--- config.mk ---
export PLATFORM = sky130hd
export DESIGN_NAME = mem_access_unit
export DESIGN_NICKNAME = d
export VERILOG_FILES = /design/src/rtl/mau_pkg.sv /design/src/rtl/mau_lane_align.sv /design/src/rtl/mem_access_unit.sv
export SDC_FILE = /design/constraint.sdc
export NUM_CORES = 1
export LEC_CHECK = 0
export CORE_ASPECT_RATIO = 0.7
export CORE_MARGIN = 2
export CORE_UTILIZATION = 45
export DETAILED_ROUTE_END_ITERATION = 7
export PLACE_DENSITY = 0.91
export SLEW_MARGIN = 20
export SYNTH_ARGS = -nofsm -noshare
export SYNTH_HDL_FRONTEND = slang
export SYNTH_HIERARCHICAL = 1
export SYNTH_SLANG_ARGS = --single-unit
--- constraint.sdc ---
create_clock -name Clk -period 2.45 [get_ports Clk]
set_input_delay 0.49 -clock Clk [delete_from_list [all_inputs] [get_ports Clk]]
set_output_delay 0.49 -clock Clk [all_outputs]
set_load 0.05 [all_outputs]
--- src/rtl/mau_pkg.sv ---
// mau_pkg: shared op/exception encodings, FSM states and helpers for mem_access_unit
package mau_pkg;
  localparam logic [2:0] OP_LW  = 3'd0;
  localparam logic [2:0] OP_LH  = 3'd1;
  localparam logic [2:0] OP_LHU = 3'd2;
  localparam logic [2:0] OP_LB  = 3'd3;
  localparam logic [2:0] OP_LBU = 3'd4;
  localparam logic [2:0] OP_SW  = 3'd5;
  localparam logic [2:0] OP_SH  = 3'd6;
  localparam logic [2:0] OP_SB  = 3'd7;
  localparam logic [1:0] EXC_NONE  = 2'b00;
  localparam logic [1:0] EXC_ALIGN = 2'b01;
  localparam logic [1:0] EXC_RANGE = 2'b10;
  localparam logic [31:0] DM_LIMIT_DEFAULT = 32'h0000_3000;
  typedef enum logic [1:0] {IDLE, ISSUE, WAIT, RESP} state_t;
  function automatic logic is_store(input logic [2:0] op);
    return op inside {OP_SW, OP_SH, OP_SB};
  endfunction
  function automatic logic misaligned(input logic [2:0] op, input logic [1:0] off);
    return ((op inside {OP_LW, OP_SW}) && off != 2'b00) || ((op inside {OP_LH, OP_LHU, OP_SH}) && off[0]);
  endfunction
endpackage

--- src/rtl/mau_lane_align.sv ---
// mau_lane_align: store byte-enable/lane replication and load extract/extend
module mau_lane_align
  import mau_pkg::*;
(
  input  logic [2:0]  st_op,
  input  logic [1:0]  st_off,
  input  logic [31:0] st_wdata,
  output logic [3:0]  st_be,
  output logic [31:0] st_data,
  input  logic [2:0]  ld_op,
  input  logic [1:0]  ld_off,
  input  logic [31:0] ld_rdata,
  output logic [31:0] ld_data
);
  logic [7:0]  b;
  logic [15:0] h;
  always_comb begin
    st_be   = st_op == OP_SH ? (st_off[1] ? 4'b1100 : 4'b0011) :
              st_op == OP_SB ? 4'b0001 << st_off : 4'b1111;
    st_data = st_op == OP_SH ? {2{st_wdata[15:0]}} :
              st_op == OP_SB ? {4{st_wdata[7:0]}} : st_wdata;
    b       = ld_rdata[{ld_off, 3'b000} +: 8];
    h       = ld_off[1] ? ld_rdata[31:16] : ld_rdata[15:0];
    ld_data = ld_op == OP_LB  ? {{24{b[7]}}, b} :
              ld_op == OP_LBU ? {24'd0, b} :
              ld_op == OP_LH  ? {{16{h[15]}}, h} :
              ld_op == OP_LHU ? {16'd0, h} : ld_rdata;
  end
endmodule

--- src/rtl/mem_access_unit.sv ---
// mem_access_unit: single-outstanding load/store initiator for the data-memory port
module mem_access_unit
  import mau_pkg::*;
#(
  parameter logic [31:0] DM_LIMIT = DM_LIMIT_DEFAULT
) (
  input  logic        Clk,
  input  logic        Reset,
  input  logic        req_valid,
  output logic        req_ready,
  input  logic [2:0]  req_op,
  input  logic [31:0] req_addr,
  input  logic [31:0] req_wdata,
  output logic        busy,
  output logic        resp_valid,
  output logic [31:0] resp_rdata,
  output logic [1:0]  resp_exc,
  output logic        mem_req,
  output logic        mem_we,
  output logic [31:0] mem_addr,
  output logic [3:0]  mem_be,
  output logic [31:0] mem_wdata,
  input  logic        mem_gnt,
  input  logic        mem_rvalid,
  input  logic [31:0] mem_rdata
);
  state_t      state, state_n;
  logic [2:0]  op_q;
  logic [1:0]  off_q;
  logic [1:0]  exc_chk;
  logic [3:0]  st_be;
  logic [31:0] st_data, ld_data;

  mau_lane_align u_align (
    .st_op    (req_op),
    .st_off   (req_addr[1:0]),
    .st_wdata (req_wdata),
    .st_be    (st_be),
    .st_data  (st_data),
    .ld_op    (op_q),
    .ld_off   (off_q),
    .ld_rdata (mem_rdata),
    .ld_data  (ld_data)
  );

  assign req_ready  = state == IDLE;
  assign busy       = state != IDLE;
  assign mem_req    = state == ISSUE;
  assign resp_valid = state == RESP;
  assign exc_chk    = misaligned(req_op, req_addr[1:0]) ? EXC_ALIGN :
                      req_addr >= DM_LIMIT ? EXC_RANGE : EXC_NONE;

  always_comb begin
    state_n = state;
    case (state)
      IDLE:    state_n = !req_valid ? IDLE : exc_chk != EXC_NONE ? RESP : ISSUE;
      ISSUE:   state_n = !mem_gnt ? ISSUE : mem_we ? RESP : WAIT;
      WAIT:    state_n = mem_rvalid ? RESP : WAIT;
      default: state_n = IDLE;
    endcase
  end

  // response fields only change on entry to RESP so they hold between responses
  always_ff @(posedge Clk) begin
    if (Reset) begin
      state      <= IDLE;
      op_q       <= '0;
      off_q      <= '0;
      mem_we     <= 1'b0;
      mem_addr   <= '0;
      mem_be     <= '0;
      mem_wdata  <= '0;
      resp_rdata <= '0;
      resp_exc   <= EXC_NONE;
    end else begin
      state <= state_n;
      if (state == IDLE && req_valid && exc_chk != EXC_NONE) begin
        resp_exc   <= exc_chk;
        resp_rdata <= '0;
      end
      if (state == IDLE && req_valid && exc_chk == EXC_NONE) begin
        op_q      <= req_op;
        off_q     <= req_addr[1:0];
        mem_we    <= is_store(req_op);
        mem_addr  <= {req_addr[31:2], 2'b00};
        mem_be    <= st_be;
        mem_wdata <= st_data;
      end
      if (state == ISSUE && mem_gnt && mem_we) begin
        resp_exc   <= EXC_NONE;
        resp_rdata <= '0;
      end
      if (state == WAIT && mem_rvalid) begin
        resp_exc   <= EXC_NONE;
        resp_rdata <= ld_data;
      end
    end
  end
endmodule
==> results of run 1 <==
==> synthesized netlist by cell type (3+ instances only) <==
cell type and instances:
a21boi_0 6, o21ai_0 25, o31ai_1 32, mux2i_1 63, nor2_1 12, mux2_1 16
o41ai_1 7, or3b_2 6, a31oi_1 8, and2_1 4, buf_12 6, buf_6 6
nor3_1 7, or3b_1 3, a21oi_1 10, buf_2 13, nor3b_2 18, nand2b_1 5
buf_1 3, inv_1 37, mux4_2 8, o21a_1 3, dfxtp_1 108, nand2_1 155
nor2b_1 4, buf_4 10, o21ai_1 27, clkbuf_1 23
==> stage by stage <==
step / cell area [sq um] / util (%) / instances
after floorplan: 5780 / - / 657
after global placement: 7900 / 63.4 / 991
after detailed placement: 7900 / 63.4 / 991
after CTS: 8200 / 65.8 / 1007
after global routing: 8200 / 65.8 / 1007
final: 8200 / 65.8 / 1007
==> worst paths after layout <==
| kind | start | endpoint | slack (ps) |
|---|---|---|---|
| setup / recovery | state[0] | resp_valid | 150 |
| hold / removal | mem_wdata[21] | mem_wdata[21] | 460 |
| setup reg to reg | op_q[1] | resp_rdata[9] | 480 |
| hold reg to reg | mem_wdata[21] | mem_wdata[21] | 460 |
==> critical path, stage by stage, from the launching register on <==
cell and delay (ps):
dfxtp_1 430, and2_1 190, clkdlybuf4s50_1 850
==> metal layers <==
layer / wire [um] / vias to the layer above
met3: 1530 / 14
met4: 189 / 0
met1: 7720 / 2511
li1: - / 2623
met2: 7680 / 242
met5: 0 / -
==> power by group <==
part / total (mW) / internal, mW / switching [mW] / leakage, nW
Sequential: 1.81 / 1.79 / 0.0239 / 0.872
Clock: 1.50 / 0.853 / 0.648 / 0.150
Combinational: 0.783 / 0.345 / 0.438 / 1.85
Total: 4.10 / 2.99 / 1.11 / 2.87
==> kinds of logic after synthesis <==
| family | after synthesis |
|---|---|
| compound gates | 131 |
| xor+xnor | 1 |
| buf+inv | 99 |
| flops | 108 |
| mux | 89 |
| other cells | 1 |
| simple gates | 227 |
==> state kept, by name, summed over array words and instances, names as in the netlist <==
name        count
mem_we          1
mem_be          4
op_q            3
state           2
mem_addr       30
mem_wdata      32
off_q           2
resp_exc        2
resp_rdata     32
==> area by class of cell <==
class,instances,area share [%]
Clock buffer,13,3.17
Clock inverter,3,0.534
Inverter,38,1.74
Multi-Input combinational cell,450,37.3
Sequential cell,108,26.4
Tap cell,162,2.47
Timing Repair Buffer,233,28.4
==> impl_metrics.env, run 1 <==
export IMPL_synth_simple_gate_area_share_pct=20.2
export IMPL_finalMaxSlewViolations=0
export IMPL_setup_violations_final=0
export IMPL_portBuffers=208
export IMPL_fin_nets=944
export IMPL_tritoncts="done"
export IMPL_busiest_layer="met2"
export IMPL_die_w_um=139
export IMPL_grt_pass1_vias=5152
export IMPL_synth_cell_type_count=54
export IMPL_gr_usage_met1_pct=34.5
export IMPL_die_area_sq_um=13800
export IMPL_yosysWarnings=6
export IMPL_synth_edf_count=0
export IMPL_diodes=0
export IMPL_use_met2_pct=37.0
export IMPL_ctsHoldBuffers=0
export IMPL_synthTopCellsByArea="dfxtp_1 37%, mux2i_1 11%, nand2_1 10%"
export IMPL_outcome="complete, no violations"
export IMPL_dpl_hpwl_mm=12.9
export IMPL_setup_ws_ps=148
export IMPL_met3_usage_pct=6.90
export IMPL_ys_flop_type="dfxtp_1"
export IMPL_initial_core_util_pct=46.3
export IMPL_drtPass1Iterations=5
export IMPL_worstPathRequired_ps=1960
export IMPL_num_vias=5390
export IMPL_cp_max_fo=7
export IMPL_ys_seq_elements=108
export IMPL_die_h_um=98.8
export IMPL_netlist_area_leader_share_pct=37.5
export IMPL_rsz0062_at_grt="no"
export IMPL_irDropWorstVdd_mv=0.348
export IMPL_syn_inst=656
export IMPL_power_mw=4.10
export IMPL_synth_mux_area_share_pct=17.6
export IMPL_grt_ovfl_total=0
export IMPL_async_reset_ff_share_pct=0
export IMPL_num_rows=34
export IMPL_synth_top_family_by_area="simple AND/OR/NAND/NOR gates"
export IMPL_yosysTopAreaCell="dfxtp_1"
export IMPL_place_ws_ps=-48.2
export IMPL_drive_gt1_share_pct=9.70
export IMPL_critPathKind="reg2out"
export IMPL_grt_first_pass_wirelength_mm=27.1
export IMPL_routed_wl_mm=17.1
export IMPL_cts_root_buffer_cell="clkbuf_16"
export IMPL_clockBufferDepth=2
export IMPL_endpoint_kind="output pin"
export IMPL_route_detailed_drc=0
export IMPL_slew_headroom_pct=52.5
export IMPL_seq_area_sq_um=2160
export IMPL_hp_class="reg2reg"
export IMPL_tightest_slew_ps=709
export IMPL_tns_ps=0
export IMPL_leakage_nw=2.87
export IMPL_grt_max_degree=106
export IMPL_synth_compound_area_share_pct=14.6
export IMPL_cts_resized=0
export IMPL_fillCellCount=1037
export IMPL_p_per_area_nw_per_um2=500
export IMPL_io_pins=211
export IMPL_skew_ps=7.43
export IMPL_initialDrtViolationCount=518
export IMPL_cts_setup_buffers=0
export IMPL_layout_common_cells="208 x clkdlybuf4s50_1, 155 x nand2_1, 108 x dfxtp_1"
export IMPL_syn_area_per_cell_sq_um=8.80
export IMPL_hold_slack_ps=458
export IMPL_ys_seq_area_share_pct=37.5
export IMPL_fin_crit_sh_pct=94.0
export IMPL_antenna_found_initial=0
export IMPL_path_clk_slew_ps=70
export IMPL_synthToLayoutAreaGrowth_pct=42.1
export IMPL_cts_sinks=108
export IMPL_track_usage_pct=24.3
export IMPL_cp_arrival_ps=1810
export IMPL_finalCriticalPeriod_ps=2300
export IMPL_synth_area_sq_um=5770
export IMPL_htreeDepth=3
export IMPL_start_kind="register"
export IMPL_finalHoldViolCount=0
export IMPL_clk_insertion_delay_late_ps=340
export IMPL_wire_per_inst_um=17.0
export IMPL_coreArea_sq_um=12500
export IMPL_hold_depth=2
export IMPL_reg2reg_depth=5
export IMPL_max_freq_mhz=434
export IMPL_gp_congestion=0.940
export IMPL_cts_buffers=9
export IMPL_detail_route_vias_per_cell=5.35
export IMPL_final_common_cell="clkdlybuf4s50_1"
export IMPL_multi_input_area_sq_um=3060
export IMPL_postRouteAntennaNets=0
export IMPL_maxCapViolCount=0
export IMPL_synth_xor_xnor_area_share_pct=0.282
export IMPL_synth_fa_ha_area_share_pct=0
No activity file was read; power rests on OpenSTA's default activity.
==> inputs of run 2 (changes only) <==
--- a/config.mk
+++ b/config.mk
@@ -7,10 +7,9 @@
 export LEC_CHECK = 0
 export CORE_ASPECT_RATIO = 0.7
 export CORE_MARGIN = 2
-export CORE_UTILIZATION = 45
+export CORE_UTILIZATION = 30
 export DETAILED_ROUTE_END_ITERATION = 7
-export PLACE_DENSITY = 0.91
-export SLEW_MARGIN = 20
+export PLACE_DENSITY = 0.68
 export SYNTH_ARGS = -nofsm -noshare
 export SYNTH_HDL_FRONTEND = slang
 export SYNTH_HIERARCHICAL = 1
==> impl_metrics.env, run 2 (synthesis gave the netlist of run 1 again) <==
export IMPL_start_kind="register"
export IMPL_io_pins=211
export IMPL_postRouteAntennaNets=0
export IMPL_setup_violations_final=0
export IMPL_wire_per_inst_um=15.7
export IMPL_path_clk_slew_ps=70
export IMPL_endpoint_kind="output pin"
export IMPL_detail_route_vias_per_cell=4.83
export IMPL_finalMaxSlewViolations=0
export IMPL_leakage_nw=2.89
export IMPL_path_cells="nor2_1 > clkdlybuf4s50_1"
export IMPL_cts_sinks=108
export IMPL_reg_top3="mem_wdata x32, resp_rdata x32, mem_addr x30"
export IMPL_cp_max_fo=7
export IMPL_drive_gt1_share_pct=9.93
export IMPL_tritoncts="done"
export IMPL_cp_slowest_stage_delay_ps=860
export IMPL_setup_ws_ps=136
export IMPL_p_sw_mw=1.17
export IMPL_place_ws_ps=-80.4
export IMPL_track_usage_pct=16.7
export IMPL_grt_pass1_vias=4938
export IMPL_tightest_slew_ps=730
export IMPL_irDropWorstVdd_mv=0.269
export IMPL_route_detailed_drc=0
export IMPL_finalCriticalPeriod_ps=2310
export IMPL_synthToLayoutAreaGrowth_pct=44.6
export IMPL_placed_cell_area_sq_um=8040
export IMPL_max_freq_mhz=432
export IMPL_rsz0062_at_grt="no"
export IMPL_outcome="complete, no violations"
export IMPL_pwr_share_comb_pct=18.9
export IMPL_fin_nets=945
export IMPL_drtPass1Iterations=7
export IMPL_die_w_um=170
export IMPL_initialDrtViolationCount=365
export IMPL_clk_insertion_delay_late_ps=350
export IMPL_critPathKind="reg2out"
export IMPL_coreArea_sq_um=18900
export IMPL_grt_max_degree=106
export IMPL_clockBufferDepth=2
export IMPL_p_per_area_nw_per_um2=494
export IMPL_hold_slack_ps=457
export IMPL_worstPathRequired_ps=1960
export IMPL_maxCapViolCount=0
export IMPL_cp_arrival_ps=1820
export IMPL_grt_first_pass_wirelength_mm=26.7
export IMPL_die_h_um=120
export IMPL_die_area_sq_um=20400
export IMPL_portBuffers=208
export IMPL_antenna_found_initial=0
export IMPL_layout_common_cells="208 x clkdlybuf4s50_1, 155 x nand2_1, 108 x dfxtp_1"
export IMPL_p_clk_share_pct=37.2
export IMPL_final_common_cell="clkdlybuf4s50_1"
export IMPL_skew_ps=11.0
export IMPL_cts_root_buffer_cell="clkbuf_16"
export IMPL_initial_core_util_pct=30.6
export IMPL_dpl_hpwl_mm=13.0
export IMPL_finalHoldViolCount=0
export IMPL_num_rows=42
export IMPL_slew_headroom_pct=51.0
export IMPL_final_area_sq_um=8350
export IMPL_seq_power_share_pct=43.9
export IMPL_ctsHoldBuffers=0
export IMPL_diodes=0
export IMPL_p_sw_share_pct=28.4
export IMPL_routed_wl_mm=17.1
export IMPL_htreeDepth=3
export IMPL_fin_crit_sh_pct=94.4
export IMPL_crit_path_top_delay_cell="clkdlybuf4s50_1"
export IMPL_cts_setup_buffers=0
export IMPL_num_vias=5256
export IMPL_cts_resized=0
export IMPL_grt_ovfl_total=0
export IMPL_p_int_mw=2.95
export IMPL_gp_congestion=0.884
export IMPL_cts_buffers=9
export IMPL_hp_class="reg2reg"
## run 2: power by group through the flow
stage          Combinational [mW]  Sequential, mW  Clock (mW)
2_1_floorplan               0.315            1.95           0
3_3_place_gp                0.780            1.85           0
3_5_place_dp                0.780            1.85           0
4_1_cts                     0.782            1.81        1.59
5_1_grt                     0.835            1.82        1.66
6_report                    0.780            1.81        1.53
## run 2: worst paths after layout
path	cells after the start	from	to	slack, ps
worst max-delay path	2	state[1]	req_ready	140
worst min register to register	2	mem_be[3]	mem_be[3]	460
worst min-delay path	2	mem_be[3]	mem_be[3]	460
worst max register to register	5	op_q[1]	resp_rdata[0]	530
## run 2: area by class of cell
cell class                      count  area [sq um]
Inverter                           38           143
Fill cell                        1881         10500
Timing Repair Buffer              234          2380
Tap cell                          242           303
Clock buffer                       10           229
Clock inverter                      6          76.3
Sequential cell                   108          2160
Multi-Input combinational cell    450          3060
## run 2: stage by stage
stage          TNS (ps)  cells  util, %  power [mW]
3_3_place_gp      -4270   1072     42.6        2.63
5_1_grt               0   1088     44.2        4.31
2_1_floorplan         0    657        -        2.27
4_1_cts               0   1088     44.2        4.19
3_5_place_dp      -3730   1072     42.6        2.63
6_report              0   1088     44.2        4.12
## run 2: critical path: cells and delay by family (launching register included)
kind / cells / cell delay [ps]
AND/OR/NAND/NOR: 1 / 260
buffers and inverters: 1 / 860
flip-flops: 1 / 360
## run 2: routing by layer
| layer | wire length [um] | global-route usage, % | vias up |
|---|---|---|---|
| li1 | - | - | 2632 |
| met1 | 8480 | 24.1 | 2400 |
| met2 | 6820 | 23.3 | 201 |
| met3 | 1550 | 5.87 | 23 |
| met4 | 282 | 4.49 | 0 |
| met5 | 0 | 0 | - |
==> inputs of run 3 (changes only) <==
--- a/config.mk
+++ b/config.mk
@@ -5,11 +5,12 @@
 export SDC_FILE = /design/constraint.sdc
 export NUM_CORES = 1
 export LEC_CHECK = 0
+export ABC_CLOCK_PERIOD_IN_PS = 2450
 export CORE_ASPECT_RATIO = 0.7
 export CORE_MARGIN = 2
 export CORE_UTILIZATION = 30
 export DETAILED_ROUTE_END_ITERATION = 7
-export PLACE_DENSITY = 0.68
+export PLACE_DENSITY = 0.67
 export SYNTH_ARGS = -nofsm -noshare
 export SYNTH_HDL_FRONTEND = slang
 export SYNTH_HIERARCHICAL = 1
==> impl_metrics.env, run 3 (synthesis gave the netlist of run 1 again) <==
export IMPL_outcome="complete, no violations"
export IMPL_reg2reg_to="resp_rdata[0]"
export IMPL_wire_per_inst_um=16.0
export IMPL_layout_common_cells="208 x clkdlybuf4s50_1, 155 x nand2_1, 108 x dfxtp_1"
export IMPL_leakage_nw=2.88
export IMPL_worstPathRequired_ps=1960
export IMPL_skew_ps=11.5
export IMPL_reg_top3="mem_wdata x32, resp_rdata x32, mem_addr x30"
export IMPL_initial_core_util_pct=30.6
export IMPL_rr_startpoint="op_q[0]"
export IMPL_start_kind="register"
export IMPL_drtPass1Iterations=5
export IMPL_slew_headroom_pct=61.0
export IMPL_final_common_cell="clkdlybuf4s50_1"
export IMPL_max_freq_mhz=440
export IMPL_setup_violations_final=0
export IMPL_multi_input_area_sq_um=3060
export IMPL_diodes=0
export IMPL_detail_route_vias_per_cell=4.83
export IMPL_cp_max_fo=7
export IMPL_hold_depth=2
export IMPL_ctsHoldBuffers=0
export IMPL_hp_class="reg2reg"
export IMPL_path_clk_slew_ps=70
export IMPL_irDropWorstVdd_mv=0.305
export IMPL_critPathKind="reg2out"
export IMPL_maxCapViolCount=0
export IMPL_io_pins=211
export IMPL_endpoint_kind="output pin"
export IMPL_initialDrtViolationCount=504
export IMPL_grt_ovfl_total=0
export IMPL_die_h_um=120
export IMPL_finalHoldViolCount=0
export IMPL_grt_max_degree=106
export IMPL_die_w_um=170
export IMPL_postRouteAntennaNets=0
export IMPL_p_per_area_nw_per_um2=483
export IMPL_clk_insertion_delay_late_ps=350
export IMPL_cts_resized=0
export IMPL_grt_pass1_vias=4792
export IMPL_seq_area_sq_um=2160
export IMPL_rsz0062_at_grt="no"
export IMPL_cts_sinks=108
export IMPL_routed_wl_mm=17.4
export IMPL_num_vias=5262
export IMPL_finalCriticalPeriod_ps=2270
export IMPL_hold_start="mem_addr[5]"
export IMPL_track_usage_pct=16.7
export IMPL_hold_slack_ps=455
export IMPL_num_rows=42
export IMPL_antenna_found_initial=0
export IMPL_cp_arrival_ps=1780
export IMPL_htreeDepth=3
export IMPL_tns_ps=0
export IMPL_coreArea_sq_um=18900
export IMPL_fillCellCount=1838
export IMPL_placed_cell_area_sq_um=8040
export IMPL_r2r_setup_slack_ps=550
export IMPL_tritoncts="done"
export IMPL_final_area_sq_um=8330
export IMPL_route_detailed_drc=0
export IMPL_cts_buffers=9
export IMPL_dpl_hpwl_mm=13.0
export IMPL_cts_root_buffer_cell="clkbuf_16"
export IMPL_fin_crit_sh_pct=92.8
export IMPL_tightest_slew_ps=584
export IMPL_power_mw=4.03
export IMPL_cts_setup_buffers=0
export IMPL_gp_congestion=0.890
export IMPL_portBuffers=208
export IMPL_grt_first_pass_wirelength_mm=26.5
export IMPL_whs_endpoint="mem_addr[5]"
export IMPL_finalMaxSlewViolations=0
export IMPL_reg2reg_depth=5
export IMPL_fin_nets=947
export IMPL_synthToLayoutAreaGrowth_pct=44.3
export IMPL_drive_gt1_share_pct=10.2
export IMPL_die_area_sq_um=20400
export IMPL_clockBufferDepth=2
## run 3: changes by cell type in the layout (fill, tap and decap cells not counted)
cell / before / now
bufinv_16: 1 / 0
inv_6: 4 / 1
buf_4: 18 / 21
clkinv_4: 0 / 2
clkinvlp_4: 0 / 1
buf_12: 8 / 7
clkbuf_8: 0 / 1
clkbuf_1: 1 / 0
## run 3: worst max-delay path by stage
stage | endpoint | from | slack [ps]
2_1_floorplan | op_q[2] | state[1] | 230
3_3_place_gp | mem_addr[9] | req_addr[27] | -50
3_5_place_dp | mem_wdata[14] | req_addr[27] | -210
4_1_cts | resp_valid | state[1] | 150
5_1_grt | resp_valid | state[1] | 70
6_report | resp_valid | state[1] | 180
## run 3: metal layers
metal / wire length, um / up-vias / GRT usage, %
li1: - / 2637 / -
met1: 8520 / 2405 / 24.2
met2: 7000 / 208 / 22.9
met3: 1700 / 12 / 6.60
met4: 167 / 0 / 3.69
met5: 0 / - / 0
## run 3: per-stage QoR
| step | std cells | utilization (%) | setup slack [ps] |
|---|---|---|---|
| after floorplan | 657 | - | 229 |
| after global placement | 1074 | 42.6 | -46.9 |
| after detailed placement | 1074 | 42.6 | -205 |
| after CTS | 1089 | 44.1 | 149 |
| after global routing | 1089 | 44.1 | 66.4 |
| final | 1089 | 44.1 | 176 |
## run 3: area by class of cell
type | count | area share, %
Clock inverter | 5 | 0.541
Clock buffer | 10 | 2.87
Timing Repair Buffer | 236 | 28.6
Sequential cell | 108 | 26.0
Tap cell | 242 | 3.64
Multi-Input combinational cell | 450 | 36.7
Inverter | 38 | 1.71
## run 3: power breakdown
group          switching, mW  leakage, nW  internal [mW]
logic                  0.438         1.87          0.351
registers             0.0231        0.872           1.79
clock network          0.698        0.137          0.728
## run 3: critical path, stage by stage, from the launching register on
cell and delay, ps:
dfxtp_1 430, and2_1 190, clkdlybuf4s50_1 820
